<file path="config.mk">
export PLATFORM = sky130hd
export DESIGN_NAME = passthrough_queue
export DESIGN_NICKNAME = d
export VERILOG_FILES = /design/src/rtl/passthrough_queue.sv
export SDC_FILE = /design/constraint.sdc
export NUM_CORES = 1
export LEC_CHECK = 0
export BUFFER_PORTS_ARGS = -buffer_cell sky130_fd_sc_hd__buf_4
export CAP_MARGIN = 20
export CORE_ASPECT_RATIO = 1.4
export CORE_MARGIN = 3
export CORE_UTILIZATION = 55
export DETAILED_ROUTE_END_ITERATION = 8
export MAX_ROUTING_LAYER = met4
export PLACE_DENSITY = 0.78
export SETUP_SLACK_MARGIN = 0.5
export SYNTH_ARGS = -nofsm -noshare
export SYNTH_HDL_FRONTEND = slang
export SYNTH_SLANG_ARGS = --single-unit
</file>
<file path="constraint.sdc">
create_clock -name clock -period 4.3 [get_ports clock]
set_input_delay 0.86 -clock clock [delete_from_list [all_inputs] [get_ports clock]]
set_output_delay 0.86 -clock clock [all_outputs]
set_load 0.05 [all_outputs]
</file>
<file path="src/rtl/passthrough_queue.sv">
// ---------------------------------------------------------------------------
// passthrough_queue
//
// Ready/valid FIFO stage with configurable payload width and depth. When
// FLOW=1 an empty queue forwards the producer straight to the consumer in
// the same cycle. Otherwise data always spends at least one cycle in
// storage. A synchronous flush empties the queue, and the current
// occupancy is reported on io_count.
//
// Parameters
//   WIDTH  payload width in bits (>=1)
//   DEPTH  number of storage entries (>=1, any value, not only powers of two)
//   FLOW   1 = same-cycle flow-through when empty, 0 = registered only
//
// Ports
//   clock         rising-edge clock
//   reset         asynchronous active-high reset (clears pointers/count)
//   io_enq_valid  producer has data
//   io_enq_ready  queue accepts data this cycle
//   io_enq_bits   producer payload
//   io_deq_valid  queue presents data
//   io_deq_ready  consumer takes data this cycle
//   io_deq_bits   head payload (undefined while io_deq_valid=0)
//   io_flush      synchronous clear of all contents, priority over transfers
//   io_count      number of entries currently held in storage
// ---------------------------------------------------------------------------
module passthrough_queue #(
  parameter int WIDTH = 8,
  parameter int DEPTH = 4,
  parameter int FLOW  = 0
) (
  input  logic                       clock,
  input  logic                       reset,
  input  logic                       io_enq_valid,
  output logic                       io_enq_ready,
  input  logic [WIDTH-1:0]           io_enq_bits,
  output logic                       io_deq_valid,
  input  logic                       io_deq_ready,
  output logic [WIDTH-1:0]           io_deq_bits,
  input  logic                       io_flush,
  output logic [$clog2(DEPTH+1)-1:0] io_count
);

  localparam int CNT_W = $clog2(DEPTH + 1);
  // A single-entry queue still needs a one-bit pointer to index storage.
  localparam int PTR_W = (DEPTH > 1) ? $clog2(DEPTH) : 1;

  localparam logic [PTR_W-1:0] LAST_PTR  = PTR_W'(DEPTH - 1);
  localparam logic [CNT_W-1:0] FULL_CNT  = CNT_W'(DEPTH);

  logic [WIDTH-1:0] mem [DEPTH];

  logic [PTR_W-1:0] rdPtr_q, rdPtr_d;
  logic [PTR_W-1:0] wrPtr_q, wrPtr_d;
  logic [CNT_W-1:0] count_q, count_d;
  logic             full_q, full_d;

  logic empty;
  logic flowThrough;
  logic enqFire;
  logic deqFire;
  logic passThru;
  logic doWrite;
  logic doRead;

  // Pointers wrap by explicit compare so that non-power-of-two depths
  // cycle through exactly DEPTH slots.
  function automatic logic [PTR_W-1:0] nextPtr(input logic [PTR_W-1:0] p);
    nextPtr = (p == LAST_PTR) ? '0 : p + PTR_W'(1);
  endfunction

  assign empty       = (count_q == '0);
  assign flowThrough = (FLOW != 0) && empty;

  // Flush gates both handshakes so nothing can transfer on a flush edge.
  assign io_enq_ready = !full_q && !io_flush;
  assign io_deq_valid = flowThrough ? (io_enq_valid && !io_flush)
                                    : (!empty && !io_flush);
  assign io_deq_bits  = flowThrough ? io_enq_bits : mem[rdPtr_q];
  assign io_count     = count_q;

  assign enqFire = io_enq_valid && io_enq_ready;
  assign deqFire = io_deq_valid && io_deq_ready;

  // In flow-through with both sides firing, the word goes straight across
  // and storage is left untouched. A dequeue while empty can only happen
  // in that case, so reads are always backed by a stored entry.
  assign passThru = flowThrough && enqFire && deqFire;
  assign doWrite  = enqFire && !passThru;
  assign doRead   = deqFire && !passThru;

  // Next-state for pointers, occupancy and the full flag.
  always_comb begin
    rdPtr_d = rdPtr_q;
    wrPtr_d = wrPtr_q;
    count_d = count_q;
    if (io_flush) begin
      rdPtr_d = '0;
      wrPtr_d = '0;
      count_d = '0;
    end else begin
      if (doWrite) wrPtr_d = nextPtr(wrPtr_q);
      if (doRead)  rdPtr_d = nextPtr(rdPtr_q);
      case ({doWrite, doRead})
        2'b10:   count_d = count_q + CNT_W'(1);
        2'b01:   count_d = count_q - CNT_W'(1);
        default: count_d = count_q;
      endcase
    end
    full_d = (count_d == FULL_CNT);
  end

  // Control state, cleared immediately by the asynchronous reset.
  always_ff @(posedge clock or posedge reset) begin
    if (reset) begin
      rdPtr_q <= '0;
      wrPtr_q <= '0;
      count_q <= '0;
      full_q  <= 1'b0;
    end else begin
      rdPtr_q <= rdPtr_d;
      wrPtr_q <= wrPtr_d;
      count_q <= count_d;
      full_q  <= full_d;
    end
  end

  // Payload storage is deliberately left out of reset; an empty queue
  // never exposes it.
  always_ff @(posedge clock) begin
    if (doWrite) mem[wrPtr_q] <= io_enq_bits;
  end

endmodule

</file>
==> results.yml, run 1 <==
outcome:
  outcome: "finished, final reports clean"
min_path:
  hold_path_class: "in2async"
worst_setup_path:
  cp_max_fo: 12
  startpoint_type: "input pin"
  path_cells: "buf_4 > nor3b_2 > inv_1 > ha_1 > fa_1 > xnor2_1 > or3_4 > a2111oi_2"
  setup.worst_path.class: "in2reg"
  crit_path_top_delay_cell: "nor3b_2"
  cp-end-kind: "flip-flop"
  arrival_ps: 2970
  max_stage_delay_ps: 400
  required_ps: 4480
global_route:
  grt_pass1_wl_mm: 4.498
  grt_pass1_vias: 890
  grt.total_usage_pct: 17.90
  antenna_found_initial: 0
  grt_start_max_net_pins: 13
  grt_overflow: 0
timing:
  clock-skew-final_ps: 7.436
  slew_headroom_pct: 62.19
  slew_viol_final: 0
  hold_viol: 0
  tns_ps: 0
  period_needed_ps: 2785
  finalCritPeriodShare_pct: 64.77
  clock.fmax_mhz: 359.1
  worst_pin_slew_ps: 567.1
  rsz0062_at_grt: "no"
  setup_viol: 0
synthesis:
  synth_edf_count: 32
  synth_seq_cells: 40
  syn-num-nets: 110
  synth_xor_area_share_pct: 1.053
  async_flop_share_pct: 20.00
  synth_cells: 90
  synth_compound_area_share_pct: 2.406
  yosysWarnings: 0
  syn_avg_cell_area_um2: 18.49
  ys_seq_area_share_pct: 69.77
  ys.flop_type: "edfxtp_1"
  synth.distinct_cells: 23
  synth_simple_gate_area_share_pct: 6.541
  syn_area_um2: 1664
  synth_top_family_by_area: "multiplexers"
  synthAdderAreaFrac_pct: 5.714
  synthMuxAreaShare_pct: 12.78
cts:
  cts_tree: "yes"
  numCtsBuffers: 5
  cts_setup_buffers: 0
  cts_buffer_depth: 2
  clock-root-buffer: "clkbuf_8"
  clock_sinks: 40
  ctsHoldBuffers: 0
  htree_levels: 2
  clkTransAtPathRegs_ps: 80
  ctsResizeCount: 0
  clk_latency_ps: 290
floorplanning:
  die_y_um: 71.09
  core_um2: 2878
  io_pins: 26
  die_area_um2: 3731
  initial_core_util_pct: 57.83
  die_x_um: 52.49
  rows: 23
detailed_routing:
  final_antenna_net_count: 0
  drcViolationCount: 0
  viasPerCell: 5.484
  drt-total-wl_mm: 2.770
  wire_per_inst_um: 17.64
  dr.pass1.iters: 5
  num_vias: 861
  drtIter0Drc: 16
final_layout:
  diodes: 0
  drive_gt1_share_pct: 38.33
  nFillCells: 207
  area_growth_pct: 19.70
  layout_common_cells: "edfxtp_1, buf_4, mux4_2, dfrtp_1"
  instances_no_fill: 157
  stdcell_area_um2: 1992
  layout_commonest_cell: "edfxtp_1"
  fin_nets: 139
placement:
  dp.cells: 149
  dp_hpwl_mm: 1.951
  numPortBuffers: 25
  placed_cell_area_um2: 1884
  gp_congestion: 0.8459
run:
  drv_cap: 0
power_and_ir_drop:
  p_leak_nw: 0.7610
  powerDensity_nw_per_um2: 459.3
  vdd_drop_max_v: 0.0003657
[report_power, final]
| part | switching [W] | total, W | leakage (nW) | internal, W |
|---|---|---|---|---|
| logic | 0.000101 | 0.000165 | 0.306 | 0.0000638 |
| clock network | 0.000122 | 0.000294 | 0.0552 | 0.000172 |
| registers | 0.0000186 | 0.000455 | 0.399 | 0.000437 |
[cell usage after synthesis, drive strengths merged (2+ instances only)]
cell type,number,share of area (%)
and2,4,1.5
buf,3,0.83
dfrtp,8,12
edfxtp,32,58
ha,6,4.5
inv,4,0.90
mux2,2,1.4
mux4,8,11
nand2,2,0.45
nor2,6,1.4
nor2b,2,0.75
nor3b,2,1.5
o31ai,2,0.90
[stage by stage]
stage / util, % / power [W] / hold slack [ps] / worst slack [ps]
floorplan: - / 0.0005801 / 563.0 / 1357
global route: 69.22 / 0.0009553 / 534.9 / 1366
finish: 69.22 / 0.0009149 / 522.0 / 1515
detailed placement: 65.48 / 0.0006304 / 616.6 / 1186
CTS: 69.22 / 0.0009212 / 531.4 / 1501
global placement: 65.48 / 0.0006257 / 600.1 / 1280
[final cells by class]
type                       count  area [um2]  area share, %
sequential                    40        1161          58.29
tap                           37       46.29          2.324
clock inverter                 2       35.03          1.759
timing repair buffer          25       187.7          9.422
clock buffer                   6       72.57          3.643
inverter                       4       15.01         0.7538
multi-input combinational     43       474.2          23.81
[kinds of logic (layout without fill, tap and decap cells)]
group                      after synthesis  after routing
DFF                                     40             40
and+or+nand+nor                         18             18
muxes                                   11             11
adders and majority gates                7              7
buffers and inverters                    7             37
AOI/OAI and AO/OA                        5              5
xor gates and xnor gates                 2              2
[path summary, 6_finish.rpt]
kind	startpoint	endpoint	slack [ps]	cells past startpoint
min in group clock	full_q	wrPtr_q[0]	630	3
min	reset	wrPtr_q[0]	520	2
max	io_flush	full_q	1510	8
max reg2reg	io_count[2]	full_q	1870	7
min reg2reg	full_q	wrPtr_q[0]	630	3
max in group asynchronous	reset	rdPtr_q[0]	3520	2
[sequential cells by signal (all words and copies together) (netlist names)]
register	count
mem	32
full_q	1
wrPtr_q	2
io_count	3
rdPtr_q	2
[worst max-delay path: cells and delay by family]
family	cells	cell delay (ps)
AND/OR/NAND/NOR	2	740
adder cells (fa/ha/maj)	2	620
AO/OA/AOI/OAI	1	340
buffers and inverters	2	240
XOR/XNOR	1	150
[routing by layer]
| metal | track usage [%] | up-vias | share of wire, % |
|---|---|---|---|
| met1 | 21.74 | 430 | 39 |
| met4 | 7.670 | 0 | 2.0 |
| met3 | 4.632 | 5 | 5.1 |
| met2 | 28.04 | 28 | 54 |
| met5 | - | - | 0 |
| li1 | - | 398 | - |
No activity file was read; power rests on OpenSTA's default activity.
==> run 2: changes to the inputs <==
Settings changed: CORE_UTILIZATION 55 to 49, PLACE_DENSITY 0.78 to 0.73.
Clock period 4.3 ns to 2.3 ns, I/O delays scaled along.
==> results.yml, run 2 (same netlist as run 1, synthesis figures left out) <==
outcome:
  outcome: "finished, final reports clean"
timing:
  rsz0062_at_grt: "yes"
  finalCritPeriodShare_pct: 91.26
  holdWs_ps: 125.5
  tns_ps: 0
  clock-skew-final_ps: 7.777
  hold_viol: 0
  clock.fmax_mhz: 476.4
  worst_pin_slew_ps: 462.9
  period_needed_ps: 2099
  slew_viol_final: 0
  slew_headroom_pct: 68.81
  setup_viol: 0
floorplanning:
  die_y_um: 74.96
  die_area_um2: 4141
  initial_core_util_pct: 52.28
  die_x_um: 55.25
  rows: 24
  core_um2: 3183
  io_pins: 26
final_layout:
  stdcell_area_um2: 2142
  layout_commonest_cell: "edfxtp_1"
  area_growth_pct: 28.72
  fin_nets: 150
  layout_common_cells: "edfxtp_1, buf_4, buf_6, mux4_2"
  largest_reg_flops: 32
  diodes: 0
  drive_gt1_share_pct: 50.38
  instances_no_fill: 170
  largest-register: "mem"
placement:
  dp_hpwl_mm: 2.033
  placed_cell_area_um2: 1933
  dp.cells: 154
  gp_congestion: 0.7479
  numPortBuffers: 25
worst_setup_path:
  cp_max_fo: 2
  startpoint_type: "flip-flop"
  crit_family: "simple AND/OR/NAND/NOR gates"
  required_ps: 2490
  setup.worst_path.class: "reg2reg"
  critPathBufInv: 0
  arrival_ps: 2280
  path_cells: "nor3_4 > nor3b_2 > ha_2 > fa_2 > xnor2_1 > or3_4 > a2111oi_4"
  regToRegSetupSlack_ps: 200
  crit_path_top_delay_cell: "dfrtp_2"
  max_stage_delay_ps: 420
  cp-end-kind: "flip-flop"
detailed_routing:
  drt-total-wl_mm: 2.828
  wire_per_inst_um: 16.64
  num_vias: 891
  dr.pass1.iters: 5
  viasPerCell: 5.241
  drcViolationCount: 0
  final_antenna_net_count: 0
  drtIter0Drc: 22
power_and_ir_drop:
  pwr-share-seq_pct: 50.7
  swShare_pct: 27.62
  power_w: 0.001662
  p_leak_nw: 0.8086
  intPower_w: 0.001203
  clockPowerShare_pct: 25.7
  combPwrFrac_pct: 23.6
  vdd_drop_max_v: 0.0005054
  power.switching_w: 0.0004591
  powerDensity_nw_per_um2: 776.0
cts:
  numCtsBuffers: 5
  clkTransAtPathRegs_ps: 70
  ctsHoldBuffers: 0
  cts_buffer_depth: 2
  clock_sinks: 40
  clock-root-buffer: "clkbuf_8"
  htree_levels: 2
  clk_latency_ps: 290
  cts_tree: "yes"
global_route:
  grt.total_usage_pct: 15.77
  grt_pass1_vias: 929
  antenna_found_initial: 0
  grt_overflow: 0
  grt_start_max_net_pins: 13
  grt_pass1_wl_mm: 4.533
run:
  drv_cap: 0
min_path:
  hold_path_class: "in2async"
run 2: layout make-up:
| class | instances | area [um2] |
|---|---|---|
| Sequential cell | 40 | 1166 |
| Fill cell | 224 | 1041 |
| Multi-Input combinational cell | 43 | 519.2 |
| Timing Repair Buffer | 36 | 311.5 |
| Clock buffer | 7 | 76.32 |
| Tap cell | 39 | 48.80 |
| Inverter | 4 | 15.01 |
| Clock inverter | 1 | 5.005 |
run 2: layer usage:
metal / vias up / track usage, % / part of all wire (%)
met3: 6 / 5.489 / 4.6
met4: 0 / 6.486 / 1.9
li1: 420 / - / -
met1: 446 / 16.49 / 38
met2: 19 / 27.37 / 55
met5: - / - / 0
run 2: per-stage QoR:
step,utilization (%),setup WS [ps]
3_5_place_dp,60.73,1.838
4_1_cts,66.71,185.2
3_3_place_gp,60.73,71.89
2_1_floorplan,-,5.991
6_report,67.30,201.0
5_1_grt,67.30,93.93
run 2: worst paths after layout:
| path | from | end | depth (start not counted) |
|---|---|---|---|
| setup / recovery | io_count[1] | full_q | 7 |
| hold / removal | reset | wrPtr_q[0] | 2 |
| setup reg to reg | io_count[1] | full_q | 7 |
| hold reg to reg | wrPtr_q[0] | wrPtr_q[0] | 3 |
| max in group asynchronous | reset | rdPtr_q[0] | 2 |
| min in group clock | io_enq_bits[2] | mem[3][2] | 1 |
run 2: power groups by stage:
stage	registers (W)	logic, W	clock network, W
finish	0.000843	0.000392	0.000427
global placement	0.000869	0.000314	0
global route	0.000847	0.000417	0.000480
floorplan	0.000871	0.000224	0
CTS	0.000843	0.000383	0.000442
detailed placement	0.000872	0.000320	0
run 2: repair_timing:
action,4_1_cts,5_1_grt
pin swaps,2,3
resized for setup,14,3
setup buffers,7,1
endpoints found under the setup margin,11,11
==> run 3: changes to the inputs <==
Settings changed: BUFFER_PORTS_ARGS -buffer_cell sky130_fd_sc_hd__buf_4 to unset, CORE_UTILIZATION 49 to 55, DONT_BUFFER_PORTS set to 1.
==> results.yml, run 3 (same netlist as run 1, synthesis figures left out) <==
outcome:
  outcome: "finished, final reports clean"
cts:
  cts_tree: "yes"
  numCtsBuffers: 5
  clk_latency_ps: 280
  clock_sinks: 40
  ctsHoldBuffers: 0
  clkTransAtPathRegs_ps: 70
  htree_levels: 2
  cts_buffer_depth: 2
  clock-root-buffer: "clkbuf_8"
final_layout:
  layout_commonest_cell: "edfxtp_1"
  nFillCells: 222
  area_growth_pct: 16.39
  drive_gt1_share_pct: 39.45
  multiInputGateArea_um2: 515.5
  diodes: 0
  layout_common_cells: "edfxtp_1, buf_4, mux4_2"
  final_util_pct: 67.30
  regArea_um2: 1167
  largest-register: "mem"
  fin_nets: 128
  largest_reg_flops: 32
placement:
  gp_congestion: 0.7417
  dp_worst_setup_slack_ps: 101.6
  dp_hpwl_mm: 1.886
  numPortBuffers: 0
timing:
  worst_slack_ps: 189.9
  tns_ps: 0
  period_needed_ps: 2110
  slew_viol_final: 0
  rsz0062_at_grt: "yes"
  finalCritPeriodShare_pct: 91.74
  hold_viol: 0
  slew_headroom_pct: 72.34
  worst_pin_slew_ps: 414.9
  clock-skew-final_ps: 3.856
  clock.fmax_mhz: 473.9
  setup_viol: 0
worst_setup_path:
  cp_max_fo: 2
  setup.worst_path.class: "reg2reg"
  required_ps: 2480
  max_stage_delay_ps: 420
  crit_path_top_delay_cell: "dfrtp_2"
  critPathBufInv: 0
  cp-end-kind: "flip-flop"
  crit_family: "simple AND/OR/NAND/NOR gates"
  path_cells: "nor3_4 > nor3b_2 > ha_2 > fa_2 > xnor2_1 > or3_4 > a2111oi_4"
  arrival_ps: 2290
  startpoint_type: "flip-flop"
global_route:
  grt.total_usage_pct: 17.14
  grt_start_max_net_pins: 13
  grt_overflow: 0
  grt_pass1_wl_mm: 4.305
  grt_pass1_vias: 849
  antenna_found_initial: 0
detailed_routing:
  final_antenna_net_count: 0
  drt-total-wl_mm: 2.638
  wire_per_inst_um: 18.07
  num_vias: 815
  viasPerCell: 5.582
  drtIter0Drc: 30
  dr.pass1.iters: 4
  drcViolationCount: 0
power_and_ir_drop:
  p_leak_nw: 0.6887
  power.switching_w: 0.0004280
  swShare_pct: 27.13
  powerDensity_nw_per_um2: 814.5
  intPower_w: 0.001149
  pwr-share-seq_pct: 53.3
  clockPowerShare_pct: 26.3
  vdd_drop_max_v: 0.0005087
  combPwrFrac_pct: 20.4
floorplanning:
  initial_core_util_pct: 57.83
  die_y_um: 71.09
  rows: 23
  die_area_um2: 3731
  core_um2: 2878
  io_pins: 26
  die_x_um: 52.49
run:
  drv_cap: 0
min_path:
  hold_path_class: "in2async"
[run 3: cell count changes in the layout (fill, tap and decap cells not counted), sizes merged]
cell  before  now
buf       36   14
[run 3: through the flow]
stage / instances / cell area (um2) / power [W] / hold WS [ps]
after floorplan: 90 / 1703 / 0.001095 / 275.5
after global placement: 131 / 1773 / 0.001130 / 315.1
after detailed placement: 131 / 1773 / 0.001137 / 329.0
after CTS: 145 / 1929 / 0.001590 / 19.44
after global routing: 146 / 1937 / 0.001645 / 19.83
final: 146 / 1937 / 0.001577 / 25.58
[run 3: routing by layer]
layer  vias up  share of wire, %  track usage [%]
met5         -                 0                -
met4         0               2.7            7.955
met3         7               8.0            7.579
met2        27                53            25.83
met1       405                36            19.32
li1        376                 -                -
[run 3: cell type report]
class	instances	share of cell area, %
multi-input cells	43	26.61
clock buffers	7	3.941
repair buffers	14	5.814
well taps	37	2.390
flip-flops and latches	40	60.27
inverters	4	0.7752
clock inverters	1	0.1938
[run 3: final timing paths]
check                              end   startpoint  cells after the start  slack [ps]
hold reg to reg             wrPtr_q[1]   wrPtr_q[1]                      2         620
setup reg to reg                full_q  io_count[1]                      7         190
hold / removal              wrPtr_q[0]        reset                      1          30
max in group asynchronous   rdPtr_q[1]        reset                      1        2000
setup / recovery                full_q  io_count[1]                      7         190
min in group clock         io_count[2]     io_flush                      1         230
[run 3: power by group through the flow]
stage               combinational, W  clock (W)  sequential [W]
detailed placement          0.000271          0        0.000866
global placement            0.000266          0        0.000864
CTS                         0.000320   0.000429        0.000841
global route                0.000343   0.000458        0.000844
finish                      0.000322   0.000414        0.000841
floorplan                   0.000224          0        0.000871
[run 3: repair_timing]
| action | in CTS | in global routing |
|---|---|---|
| setup endpoints to repair | 11 | 11 |
| gates cloned | 0 | 0 |
| pin swaps | 3 | 3 |
| resized for setup | 8 | 1 |
| setup buffers | 6 | 1 |
